**src/rtl/hdlc_tx_framer.sv**
```systemverilog
// hdlc_tx_framer: HDLC transmit framer. Wraps a byte stream in opening and
// closing flags (0x7E), stuffs a 0 after every five consecutive 1s in the
// data/FCS region, and aborts the frame (0 + seven 1s) on request, on
// underrun, or when the byte limit is reached.
//
// Optional feature macro: HDLC_TX_FCS_EN -- when defined, a CRC-16/X.25 FCS
// is appended after the last data byte. Otherwise no CRC logic is built.
//
// Ports:
//   Clk, Rst           clock, asynchronous active-low reset
//   Tx_Start           one-cycle frame request (honoured only in IDLE)
//   Tx_Data/Valid/Last byte input, LSB first; transfer on Tx_Valid&&Tx_Ready
//   Tx_Ready           byte accepted this cycle
//   Tx_AbortFrame      abort the frame in progress
//   Tx                 registered serial line, idles at 1
//   Tx_ValidFrame      frame (or abort pattern) on the line
//   Tx_AbortedTrans    sticky: last frame ended by abort
//   Tx_Done            one-cycle pulse after a normal end flag
module hdlc_tx_framer #(
    parameter int MAX_BYTES = 128
) (
    input  logic       Clk,
    input  logic       Rst,
    input  logic       Tx_Start,
    input  logic [7:0] Tx_Data,
    input  logic       Tx_Valid,
    input  logic       Tx_Last,
    output logic       Tx_Ready,
    input  logic       Tx_AbortFrame,
    output logic       Tx,
    output logic       Tx_ValidFrame,
    output logic       Tx_AbortedTrans,
    output logic       Tx_Done
);
    localparam int         CW   = $clog2(MAX_BYTES + 1);
    localparam logic [7:0] FLAG = 8'b0111_1110;

    typedef enum logic [2:0] {IDLE, START_FLAG, DATA, FCS, END_FLAG, ABORT} state_t;

    // State/bitCnt/shReg describe the bit currently on Tx; the next-state
    // logic picks the following bit and Tx latches it.
    state_t        state, stateNext;
    logic [3:0]    bitCnt, bitNext;
    logic [15:0]   shReg, shNext;
    logic [2:0]    ones, onesNext;      // consecutive 1s up to and including Tx
    logic [CW-1:0] byteCnt, byteNext;
    logic          lastSeen, lastNext;  // Tx_Last byte already accepted
    logic          limitHit, limitNext; // MAX_BYTES accepted without Tx_Last
    logic          txNext, validNext, doneNext, abortedNext, load;
    logic          inFrame, unitEnd;
    logic [3:0]    lastIdx;

`ifdef HDLC_TX_FCS_EN
    logic [15:0] crc, crcNext;

    // Reflected CRC-16 (poly 0x1021 -> 0x8408), one byte LSB first.
    function automatic logic [15:0] crcByte(input logic [15:0] c, input logic [7:0] d);
        logic [15:0] r;
        r = c;
        for (int i = 0; i < 8; i++)
            r = (r >> 1) ^ ((r[0] ^ d[i]) ? 16'h8408 : 16'h0000);
        return r;
    endfunction
`endif

    assign inFrame = (state == START_FLAG) || (state == DATA) ||
                     (state == FCS) || (state == END_FLAG);
    assign lastIdx = (state == FCS) ? 4'd15 : 4'd7;
    // A byte/FCS unit is finished once its last bit is on the line and no
    // stuff bit is still owed.
    assign unitEnd = (bitCnt == lastIdx) && (ones != 3'd5);

    assign Tx_Ready = ((state == START_FLAG) && (bitCnt == 4'd7)) ||
                      ((state == DATA) && unitEnd && !lastSeen && !limitHit);

    always_comb begin
        stateNext   = state;
        bitNext     = bitCnt;
        shNext      = shReg;
        onesNext    = ones;
        byteNext    = byteCnt;
        lastNext    = lastSeen;
        limitNext   = limitHit;
        txNext      = 1'b1;
        doneNext    = 1'b0;
        abortedNext = Tx_AbortedTrans;
        load        = 1'b0;
`ifdef HDLC_TX_FCS_EN
        crcNext     = crc;
`endif
        if ((inFrame && Tx_AbortFrame) || (Tx_Ready && !Tx_Valid)) begin
            stateNext = ABORT;
            bitNext   = 4'd0;
            txNext    = 1'b0;
            onesNext  = 3'd0;
        end else begin
            case (state)
                IDLE: if (Tx_Start) begin
                    stateNext   = START_FLAG;
                    bitNext     = 4'd0;
                    txNext      = FLAG[0];
                    onesNext    = 3'd0;
                    byteNext    = '0;
                    lastNext    = 1'b0;
                    limitNext   = 1'b0;
                    abortedNext = 1'b0;
`ifdef HDLC_TX_FCS_EN
                    crcNext     = 16'hFFFF;
`endif
                end
                START_FLAG, END_FLAG: begin
                    if (bitCnt != 4'd7) begin
                        bitNext = bitCnt + 4'd1;
                        txNext  = FLAG[bitCnt[2:0] + 3'd1];
                    end else if (state == START_FLAG) begin
                        load = 1'b1;
                    end else begin
                        stateNext = IDLE;
                        doneNext  = 1'b1;
                    end
                end
                DATA, FCS: begin
                    if (ones == 3'd5) begin
                        // stuff bit: shift register holds still
                        txNext   = 1'b0;
                        onesNext = 3'd0;
                    end else if (bitCnt != lastIdx) begin
                        shNext   = shReg >> 1;
                        bitNext  = bitCnt + 4'd1;
                        txNext   = shReg[1];
                        onesNext = shReg[1] ? ones + 3'd1 : 3'd0;
                    end else if (Tx_Ready) begin
                        load = 1'b1;
                    end else if ((state == DATA) && lastSeen) begin
`ifdef HDLC_TX_FCS_EN
                        stateNext = FCS;
                        shNext    = ~crc;
                        bitNext   = 4'd0;
                        txNext    = ~crc[0];
                        onesNext  = ~crc[0] ? ones + 3'd1 : 3'd0;
`else
                        stateNext = END_FLAG;
                        bitNext   = 4'd0;
                        txNext    = FLAG[0];
                        onesNext  = 3'd0;
`endif
                    end else if (state == DATA) begin
                        // byte limit reached without Tx_Last
                        stateNext = ABORT;
                        bitNext   = 4'd0;
                        txNext    = 1'b0;
                        onesNext  = 3'd0;
                    end else begin
                        stateNext = END_FLAG;
                        bitNext   = 4'd0;
                        txNext    = FLAG[0];
                        onesNext  = 3'd0;
                    end
                end
                ABORT: begin
                    if (bitCnt != 4'd7) begin
                        bitNext = bitCnt + 4'd1;
                    end else begin
                        stateNext   = IDLE;
                        abortedNext = 1'b1;
                    end
                end
                default: stateNext = IDLE;
            endcase
            if (load) begin
                stateNext = DATA;
                shNext    = {8'h00, Tx_Data};
                bitNext   = 4'd0;
                txNext    = Tx_Data[0];
                onesNext  = Tx_Data[0] ? ones + 3'd1 : 3'd0;
                byteNext  = byteCnt + 1'b1;
                lastNext  = Tx_Last;
                limitNext = !Tx_Last && ((byteCnt + 1'b1) == CW'(MAX_BYTES));
`ifdef HDLC_TX_FCS_EN
                crcNext   = crcByte(crc, Tx_Data);
`endif
            end
        end
        validNext = (stateNext != IDLE);
    end

    always_ff @(posedge Clk or negedge Rst) begin
        if (!Rst) begin
            state           <= IDLE;
            bitCnt          <= '0;
            shReg           <= '0;
            ones            <= '0;
            byteCnt         <= '0;
            lastSeen        <= 1'b0;
            limitHit        <= 1'b0;
            Tx              <= 1'b1;
            Tx_ValidFrame   <= 1'b0;
            Tx_AbortedTrans <= 1'b0;
            Tx_Done         <= 1'b0;
        end else begin
            state           <= stateNext;
            bitCnt          <= bitNext;
            shReg           <= shNext;
            ones            <= onesNext;
            byteCnt         <= byteNext;
            lastSeen        <= lastNext;
            limitHit        <= limitNext;
            Tx              <= txNext;
            Tx_ValidFrame   <= validNext;
            Tx_AbortedTrans <= abortedNext;
            Tx_Done         <= doneNext;
        end
    end

`ifdef HDLC_TX_FCS_EN
    always_ff @(posedge Clk or negedge Rst) begin
        if (!Rst) crc <= 16'hFFFF;
        else      crc <= crcNext;
    end
`endif

endmodule

```
**config.mk**
```make
export PLATFORM = sky130hd
export DESIGN_NAME = hdlc_tx_framer
export DESIGN_NICKNAME = d
export VERILOG_FILES = /design/src/rtl/hdlc_tx_framer.sv
export SDC_FILE = /design/constraint.sdc
export NUM_CORES = 1
export LEC_CHECK = 0
export BUFFER_PORTS_ARGS = -buffer_cell sky130_fd_sc_hd__buf_4
export CAP_MARGIN = 10
export CORE_MARGIN = 1
export CORE_UTILIZATION = 55
export DETAILED_ROUTE_END_ITERATION = 10
export MAX_ROUTING_LAYER = met4
export PLACE_DENSITY = 0.75
export SYNTH_ARGS = -nofsm -noshare
export SYNTH_HDL_FRONTEND = slang
export SYNTH_SLANG_ARGS = --single-unit
```
**constraint.sdc**
```tcl
create_clock -name Clk -period 5.24 [get_ports Clk]
set_clock_uncertainty 0.05 [all_clocks]
set_input_delay 0.786 -clock Clk [delete_from_list [all_inputs] [get_ports Clk]]
set_output_delay 0.786 -clock Clk [all_outputs]
set_load 0.01 [all_outputs]
```
Word level (Yosys, flattened, before mapping)
Memories as Yosys holds them, arrays and structs flattened.
Index checks and enable logic that the tools add are counted.
Storage, ports and cells
  input port bits: 14
  logic and storage cells: 135
  memories: 1
  flip-flop bits (word level): 40
  bits in read-only memories: 8
  output and inout port bits: 5
Operators by class
  bitwise logic cells: 1
  magnitude comparators: 1
  reductions and logical operators: 35
  multiplexer cells: 62
  eq/ne operators: 20
  add/subtract/negate cells: 4
Memory list
  (no name shown): words 8, bits a word 1, rd ports 1, clocked after memory_dff 0, wr ports 0, RTL line 114  | txNext = FLAG[bitCnt[2:0] + 3'd1];
Operators by type and width (number)
  $mux W16: 4
  $mux W3: 17
  $mux W4: 8
  $mux W1: 24
  $mux W8: 3
  $pmux W3 S4: 1
  $pmux W4 S3: 1
  $reduce_bool A2 Y1: 5
  $eq A3 B3 Y1 const B: 3
  $logic_and A1 B1 Y1: 9
  $add A8 B1 Y8 const B: 1
  $eq A8 B8 Y1 const B: 1
  $ne A4 B4 Y1 const B: 2
  $reduce_and A4 Y1: 2
  $add A3 B1 Y3 const B: 2
  $eq A3 B2 Y1 const B: 2
  $ne A6 B6 Y1 const B: 1
  $pmux W3 S2: 1
  $reduce_and A3 Y1: 2
  $logic_or A1 B1 Y1: 5
  $ne A5 B5 Y1 const B: 1
  $reduce_and A5 Y1: 1
  $reduce_bool A5 Y1: 1
  $add A4 B1 Y4 const B: 1
  19 further kinds: 25

Depth between registers and ports, before layout
Gate-level depths: netlist (run 1).
  word-level depth: 16
  depth in mapped cells: 9
  mapped depth without buffers: 8

Least setup slack after synthesis (run 1)
Ideal clock, no wire load.
  path kind: reg2out
  from: register bitCnt[1]
  to: output port Tx_Ready
  arrival time: 1633 ps
  stages on the path, launching flop included: 8
  slack: 2771 ps
  buffers on the path: 2
  required time: 4404 ps
  cells stage by stage: dfrtp_1 -> ha_1 -> clkbuf_1 -> nand3b_1 -> nor3_2 -> nor2_1 -> inv_2 -> buf_6
On the way
  cells in the longest elaborated chain, start to end: 6
  elaborated cells on any way between the ends: 8
  those cells by class: eq/ne: 2; reduce/logical: 6
Ends and longest elaborated chain
  from (decl): RTL line 43  | logic [3:0] bitCnt, bitNext;
  from (signal assigned): RTL line 202  | bitCnt <= bitNext;
  $eq A4 B4 Y1: RTL line 71  | assign unitEnd = (bitCnt == lastIdx) && (ones != 3'd5);
  $logic_and A1 B1 Y1: RTL line 71
  $logic_and A1 B1 Y1 (3 in series): RTL line 74  | ((state == DATA) && unitEnd && !lastSeen && !limitHit);
  $logic_or A1 B1 Y1 (*): RTL line 73  | assign Tx_Ready = ((state == START_FLAG) && (bitCnt == 4'd7)) ||
  to (decl): RTL line 28  | output logic Tx_Ready,
Every way passes the cells marked *; elsewhere a longest branch is shown, timed or not.

Final worst setup path (run 1)
  from: register state[2]
  to: output port Tx_Ready
On the way
  cells in the longest elaborated chain, start to end: 8
  elaborated cells on any way between the ends: 11
  those cells by class: eq/ne: 4; mux: 1; reduce/logical: 6
Ends and longest elaborated chain
  from (decl): RTL line 42  | state_t state, stateNext;
  from (signal assigned): RTL line 201  | state <= stateNext;
  $eq A3 B2 Y1: RTL line 68  | assign lastIdx = (state == FCS) ? 4'd15 : 4'd7;
  $mux W4: RTL line 68
  $eq A4 B4 Y1: RTL line 71
  $logic_and A1 B1 Y1: RTL line 71
  $logic_and A1 B1 Y1 (3 in series): RTL line 74
  $logic_or A1 B1 Y1 (*): RTL line 73
Marks and branches as above.

==> results of run 1 <==
## synth_stat cells, types with 3 or more instances
cell type,n
sky130_fd_sc_hd__inv_1,6
sky130_fd_sc_hd__a22o_1,6
sky130_fd_sc_hd__a211o_1,3
sky130_fd_sc_hd__nor2b_1,4
sky130_fd_sc_hd__mux2_1,6
sky130_fd_sc_hd__a21o_1,3
sky130_fd_sc_hd__nand2_1,21
sky130_fd_sc_hd__clkbuf_1,9
sky130_fd_sc_hd__nand2b_1,5
sky130_fd_sc_hd__a31oi_1,4
sky130_fd_sc_hd__o211ai_1,3
sky130_fd_sc_hd__xor2_1,5
sky130_fd_sc_hd__mux2_4,6
sky130_fd_sc_hd__ha_1,5
sky130_fd_sc_hd__nor3_1,5
sky130_fd_sc_hd__nand3_1,6
sky130_fd_sc_hd__o21ai_0,7
sky130_fd_sc_hd__nor2_1,16
sky130_fd_sc_hd__mux2_2,4
sky130_fd_sc_hd__dfrtp_1,30
sky130_fd_sc_hd__a21oi_1,8
## layout make-up
class	instances	area, µm²
tap	46	57.6
inverter	7	26.3
clock buffer	6	72.6
sequential	31	777
clock inverter	1	30.0
multi-input combinational	160	1170
timing repair buffer	18	135
fill	272	1180
## stage by stage
stage | hold slack (ns) | utilization, %
after floorplan | 0.416 | -
after global placement | 0.435 | 62.8
after global routing | 0.403 | 65.8
final | 0.371 | 65.8
after detailed placement | 0.443 | 62.8
after CTS | 0.386 | 65.8
## logic make-up after synthesis
logic type	count (synthesis)	share of synthesized area [%]
AND/OR/NAND/NOR	78	20.8
AO/OA/AOI/OAI	56	21.6
flip-flops	31	38.4
buffers and inverters	19	3.96
multiplexers	16	10.0
XOR/XNOR	5	2.16
adder cells (fa/ha/maj)	5	3.09
## critical path: cells and delay by family, from the launching register on
family,cells,cell delay [ns]
simple gates,3,1.01
flops,1,0.63
buf+inv,2,0.41
## per-layer routing
layer / vias to the layer above / routed length [µm]
met5: - / 0
met4: 0 / 56
met3: 7 / 249
met2: 51 / 2060
met1: 800 / 1980
li1: 802 / -
## flip-flops by register name, summed over array words and instances (netlist names)
signal,count
Tx,1
state,3
lastSeen,1
shReg,7
Tx_AbortedTrans,1
ones,3
limitHit,1
Tx_ValidFrame,1
Tx_Done,1
byteCnt,8
bitCnt,4
## power groups by stage
stage	combinational [mW]	clock [mW]	sequential (mW)
final	0.270	0.223	0.360
after floorplan	0.243	0	0.311
after global routing	0.296	0.240	0.368
after global placement	0.264	0	0.356
after detailed placement	0.267	0	0.361
after CTS	0.270	0.229	0.358
## worst paths after layout
kind | to | cells past startpoint
setup reg to reg | shReg[1] | 6
hold / removal | byteCnt[3] | 1
min in group Clk | shReg[7] | 1
hold reg to reg | shReg[7] | 1
setup / recovery | Tx_Ready | 5
max in group asynchronous | Tx | 1
==> impl_metrics.toml, run 1 <==
[cts]
cts_hold_buf = 0
cts_inserted_buffers = 5
ctsRootBufferMaster = "sky130_fd_sc_hd__clkbuf_8"
tritoncts = "built"
cts_repair_resize_count = 0
cts_htree_levels = 2
clock_tree.buffer_depth = 2
clock-sinks = 31
worst_skew_pair.late_latency_ns = 0.29
post_cts_buffers = 0
clk_pin_slew_ns = 0.06

[floorplan]
initial_core_util_pct = 58.8
fp.dieArea_um2 = 3930
core.rowCount = 21
floorplan_core_area_um2 = 3440
floorplan.die.height_um = 62.7
chipWidth_um = 62.7
design.portCount = 19

[power_and_ir_drop]
power.share.sequential_pct = 42.2
power.clock.fraction_pct = 26.2
internal_dissipation_mw = 0.549
netSwitchingFraction_pct = 35.6
power_density_nw_per_um2 = 376
ir_drop_mv = 0.182
pwr-share-comb_pct = 31.6
netSwitchingPower_mw = 0.304
total_leakage_power_nw = 1.07
finalPower_mw = 0.852

[route]
route.detailed.vias_per_inst = 6.17
finalWirelength_um = 4340
drt.antenna.violating_nets = 0
drtIter0Drc = 106
drt-pass1-iter-count = 4
drt-wirelength-per-cell_um = 16.1
num_vias = 1660
drc = 0

[placed_design]
dp_slack_ns = 2.39
dp_cells = 262
detailedPlacementHpwl_um = 3120
placement.io_buffers = 18
place_area_um2 = 2160
gp_congestion = 0.983

[worst_setup_path]
worst_setup_path_end_kind = "output port"
library_cell_contributing_the_largest_single_delay_on_the_critical_path = "sky130_fd_sc_hd__or4b_4"
timing.critical_path.fanout_max = 25
crit_required_ns = 4.40
timing.critical_path.slowest_cell_delay_ns = 0.66
cp_startpoint = "state[2]"
timing.rr.start = "state[2]"
timing.setup.critical_path_class = "reg2out"
start_kind = "flip-flop"
critical_path_cell_sequence = "or4b_4 > nor4_4 > nor2_1 > inv_2 > buf_4"
cp_data_arrival_time_ns = 2.35
reg2reg_setup_slack_ns = 2.55

[global_route]
grt_pass1_wl_um = 7100
track_usage_pct = 24.2
grt_util_met3_pct = 5.47
grt_pass1_vias = 1525
grt_max_degree = 32
gr-usage-met1_pct = 31.1
gr-usage-met2_pct = 37.9
grt.busiest_layer = "met2"
grt.overflow.total = 0
antenna_violations_before_repair = 0

[synth]
post_synthesis_register_bit_count = 31
postSynth.asyncResetShare_pct = 100
number_of_enable_type_register_cells_in_the_synthesized_netlist = 0
yosys_most_used_dff = "sky130_fd_sc_hd__dfrtp_1"
synth.distinct_cells = 59
post-synth-top-area-cell = "sky130_fd_sc_hd__dfrtp_1"
ys_seq_area_share_pct = 38.4
synth_top_area_share_pct = 37.1
synthCells = 210
synthesized_net_count = 229
average_cell_area_after_synthesis_um2 = 9.63
area_of_the_mapped_netlist_um2 = 2020
yosys_warnings = 0
netlist_top_cells_area = "sky130_fd_sc_hd__dfrtp_1 37%, sky130_fd_sc_hd__mux2_4 4.5%, sky130_fd_sc_hd__nand2_1 3.9%, sky130_fd_sc_hd__mux2_1 3.3%, sky130_fd_sc_hd__ha_1 3.1%"

[cells_and_area]
most_common_cell_after_layout_fill_and_taps_aside = "sky130_fd_sc_hd__dfrtp_1"
finish.net_count = 242
finish.instance_area_um2 = 2260
drive_gt1_share_pct = 20.2
num_antenna_cells = 0
final_cell_count_no_fill = 269
final_cell_mix = "30 x sky130_fd_sc_hd__dfrtp_1, 21 x sky130_fd_sc_hd__nand2_1, 18 x sky130_fd_sc_hd__buf_4"
areaGrowthSynthToFinish_pct = 11.9

[hold_path]
hp-class = "in2async"

[timing]
final_period_minus_worst_setup_slack_ns = 3.19
finalMaxSlewViolations = 0
final.setup.tns_ns = 0
postLayoutSetupSlackWorst_ns = 2.05
setup-violations-final = 0
slew-limit-headroom_pct = 54.1
tightest_slew_ns = 0.689
share_of_the_clock_period_used_by_the_worst_path_after_layout_pct = 60.8
rsz_0062_raised_after_global_routing = "no"
hold_violations = 0
fmax_mhz = 314

[flow_run]
drv.max_cap_violation_count = 0

[outcome]
status = "finished, final reports clean"
(Power assumes the default switching activity.)
==> run 2, diff against run 1 <==
==> constraint.sdc (replaced) <==
create_clock -name Clk -period 3.3 [get_ports Clk]
set_clock_uncertainty 0.05 [all_clocks]
set_input_delay 0.495 -clock Clk [delete_from_list [all_inputs] [get_ports Clk]]
set_output_delay 0.495 -clock Clk [all_outputs]
set_load 0.01 [all_outputs]
==> impl_metrics.toml, run 2 (same netlist as run 1, synthesis figures left out) <==
[placed_design]
detailedPlacementHpwl_um = 3140
placement.io_buffers = 18
gp_congestion = 1.07
place_area_um2 = 2170

[timing]
setup-violations-final = 0
tightest_slew_ns = 0.714
final.setup.tns_ns = 0
slew-limit-headroom_pct = 52.2
final_period_minus_worst_setup_slack_ns = 2.81
finalMaxSlewViolations = 0
rsz_0062_raised_after_global_routing = "no"
fmax_mhz = 356
share_of_the_clock_period_used_by_the_worst_path_after_layout_pct = 85.2
hold_violations = 0

[cts]
tritoncts = "built"
cts_repair_resize_count = 0
clock_tree.buffer_depth = 2
cts_htree_levels = 2
cts_hold_buf = 0
post_cts_buffers = 0
clock-sinks = 31
ctsRootBufferMaster = "sky130_fd_sc_hd__clkbuf_8"
worst_skew_pair.late_latency_ns = 0.29
clk_pin_slew_ns = 0.08
cts_inserted_buffers = 5

[power_and_ir_drop]
power_density_nw_per_um2 = 586
netSwitchingFraction_pct = 38.9
finalPower_mw = 1.32
internal_dissipation_mw = 0.809
total_leakage_power_nw = 1.06
netSwitchingPower_mw = 0.516
power.share.sequential_pct = 40.4
pwr-share-comb_pct = 36.1
power.clock.fraction_pct = 23.5
ir_drop_mv = 0.274

[worst_setup_path]
timing.critical_path.fanout_max = 12
critical_path_cell_sequence = "ha_1 > nand3b_1 > nor3_2 > nor2_1 > inv_2 > buf_4"
cp_num_buf_inv = 2
library_cell_contributing_the_largest_single_delay_on_the_critical_path = "sky130_fd_sc_hd__dfrtp_1"
reg2reg_setup_slack_ns = 0.70
timing.rr.start = "bitCnt[1]"
timing.setup.critical_path_class = "reg2out"
worst-r2r-cell-count = 7
worst_setup_path_end_kind = "output port"
cp_data_arrival_time_ns = 2.27
cpLargestDelayFamily = "simple AND/OR/NAND/NOR gates"
crit_required_ns = 2.75
start_kind = "flip-flop"
timing.critical_path.slowest_cell_delay_ns = 0.42
timing.rr.end = "shReg[3]"

[global_route]
grt_pass1_vias = 1652
grt_max_degree = 32
grt.overflow.total = 0
track_usage_pct = 26.0
grt_pass1_wl_um = 7670
antenna_violations_before_repair = 0

[floorplan]
fp.dieArea_um2 = 3930
chipWidth_um = 62.7
initial_core_util_pct = 58.8
floorplan_core_area_um2 = 3440
core.rowCount = 21
design.portCount = 19
floorplan.die.height_um = 62.7

[route]
drtIter0Drc = 120
route.detailed.vias_per_inst = 6.25
drt-wirelength-per-cell_um = 16.1
num_vias = 1694
drt-pass1-iter-count = 4
drc = 0
finalWirelength_um = 4370
drt.antenna.violating_nets = 0

[cells_and_area]
layout_top_registers = "byteCnt: 8 flops, shReg: 7 flops, bitCnt: 4 flops"
num_antenna_cells = 0
areaGrowthSynthToFinish_pct = 11.8
most_common_cell_after_layout_fill_and_taps_aside = "sky130_fd_sc_hd__dfrtp_1"
largest-register = "byteCnt"
largest_register_ff_count = 8
finish.instance_area_um2 = 2260
finish.net_count = 243
n_fill_cell = 273
drive_gt1_share_pct = 21.3
final_cell_mix = "30 x sky130_fd_sc_hd__dfrtp_1, 21 x sky130_fd_sc_hd__nand2_1, 19 x sky130_fd_sc_hd__buf_4"

[flow_run]
drv.max_cap_violation_count = 0

[hold_path]
hp-class = "in2async"

[outcome]
status = "finished, final reports clean"
[run 2: cell count changes in the layout (fill, tap and decap cells not counted), sizes merged]
| cell | before | now |
|---|---|---|
| clkinvlp | 0 | 2 |
| buf | 18 | 19 |
| bufinv | 1 | 0 |
| inv | 7 | 8 |
| clkbuf | 6 | 5 |
[run 2: cell type report]
cell class	count	area, µm²	area share [%]
flip-flops and latches	31	777	34.3
multi-input cells	160	1170	51.5
well taps	46	57.6	2.54
inverters	7	26.3	1.16
clock inverters	3	23.8	1.05
repair buffers	19	143	6.31
clock buffers	5	68.8	3.04
[run 2: stage by stage]
step	hold slack [ns]	utilization [%]	setup slack (ns)	cells
floorplan	0.149	-	0.918	210
global placement	0.388	63.0	0.857	263
detailed placement	0.397	63.0	0.731	263
CTS	0.0822	65.7	0.510	271
global route	0.0895	65.7	0.281	271
finish	0.0682	65.7	0.487	271
[run 2: metal layers]
layer / global-route usage (%) / routed length [µm]
met1: 34.4 / 1950
met2: 38.5 / 2030
met3: 5.29 / 315
met4: 11.6 / 78
met5: - / 0
[run 2: power by group through the flow]
stage	clock network (mW)	logic [mW]	registers, mW
after floorplan	0	0.386	0.493
after global placement	0	0.466	0.535
after detailed placement	0	0.471	0.540
after CTS	0.318	0.474	0.532
after global routing	0.336	0.534	0.547
final	0.311	0.479	0.535
[run 2: how the worst max path moves through the flow]
stage,end,slack (ns),depth (start not counted),start
CTS,Tx_Ready,0.51,6,bitCnt[1]
global placement,shReg[4],0.86,6,state[1]
floorplan,shReg[1],0.92,9,bitCnt[1]
detailed placement,shReg[3],0.73,7,bitCnt[1]
finish,Tx_Ready,0.49,6,bitCnt[1]
global route,Tx_Ready,0.28,6,bitCnt[1]
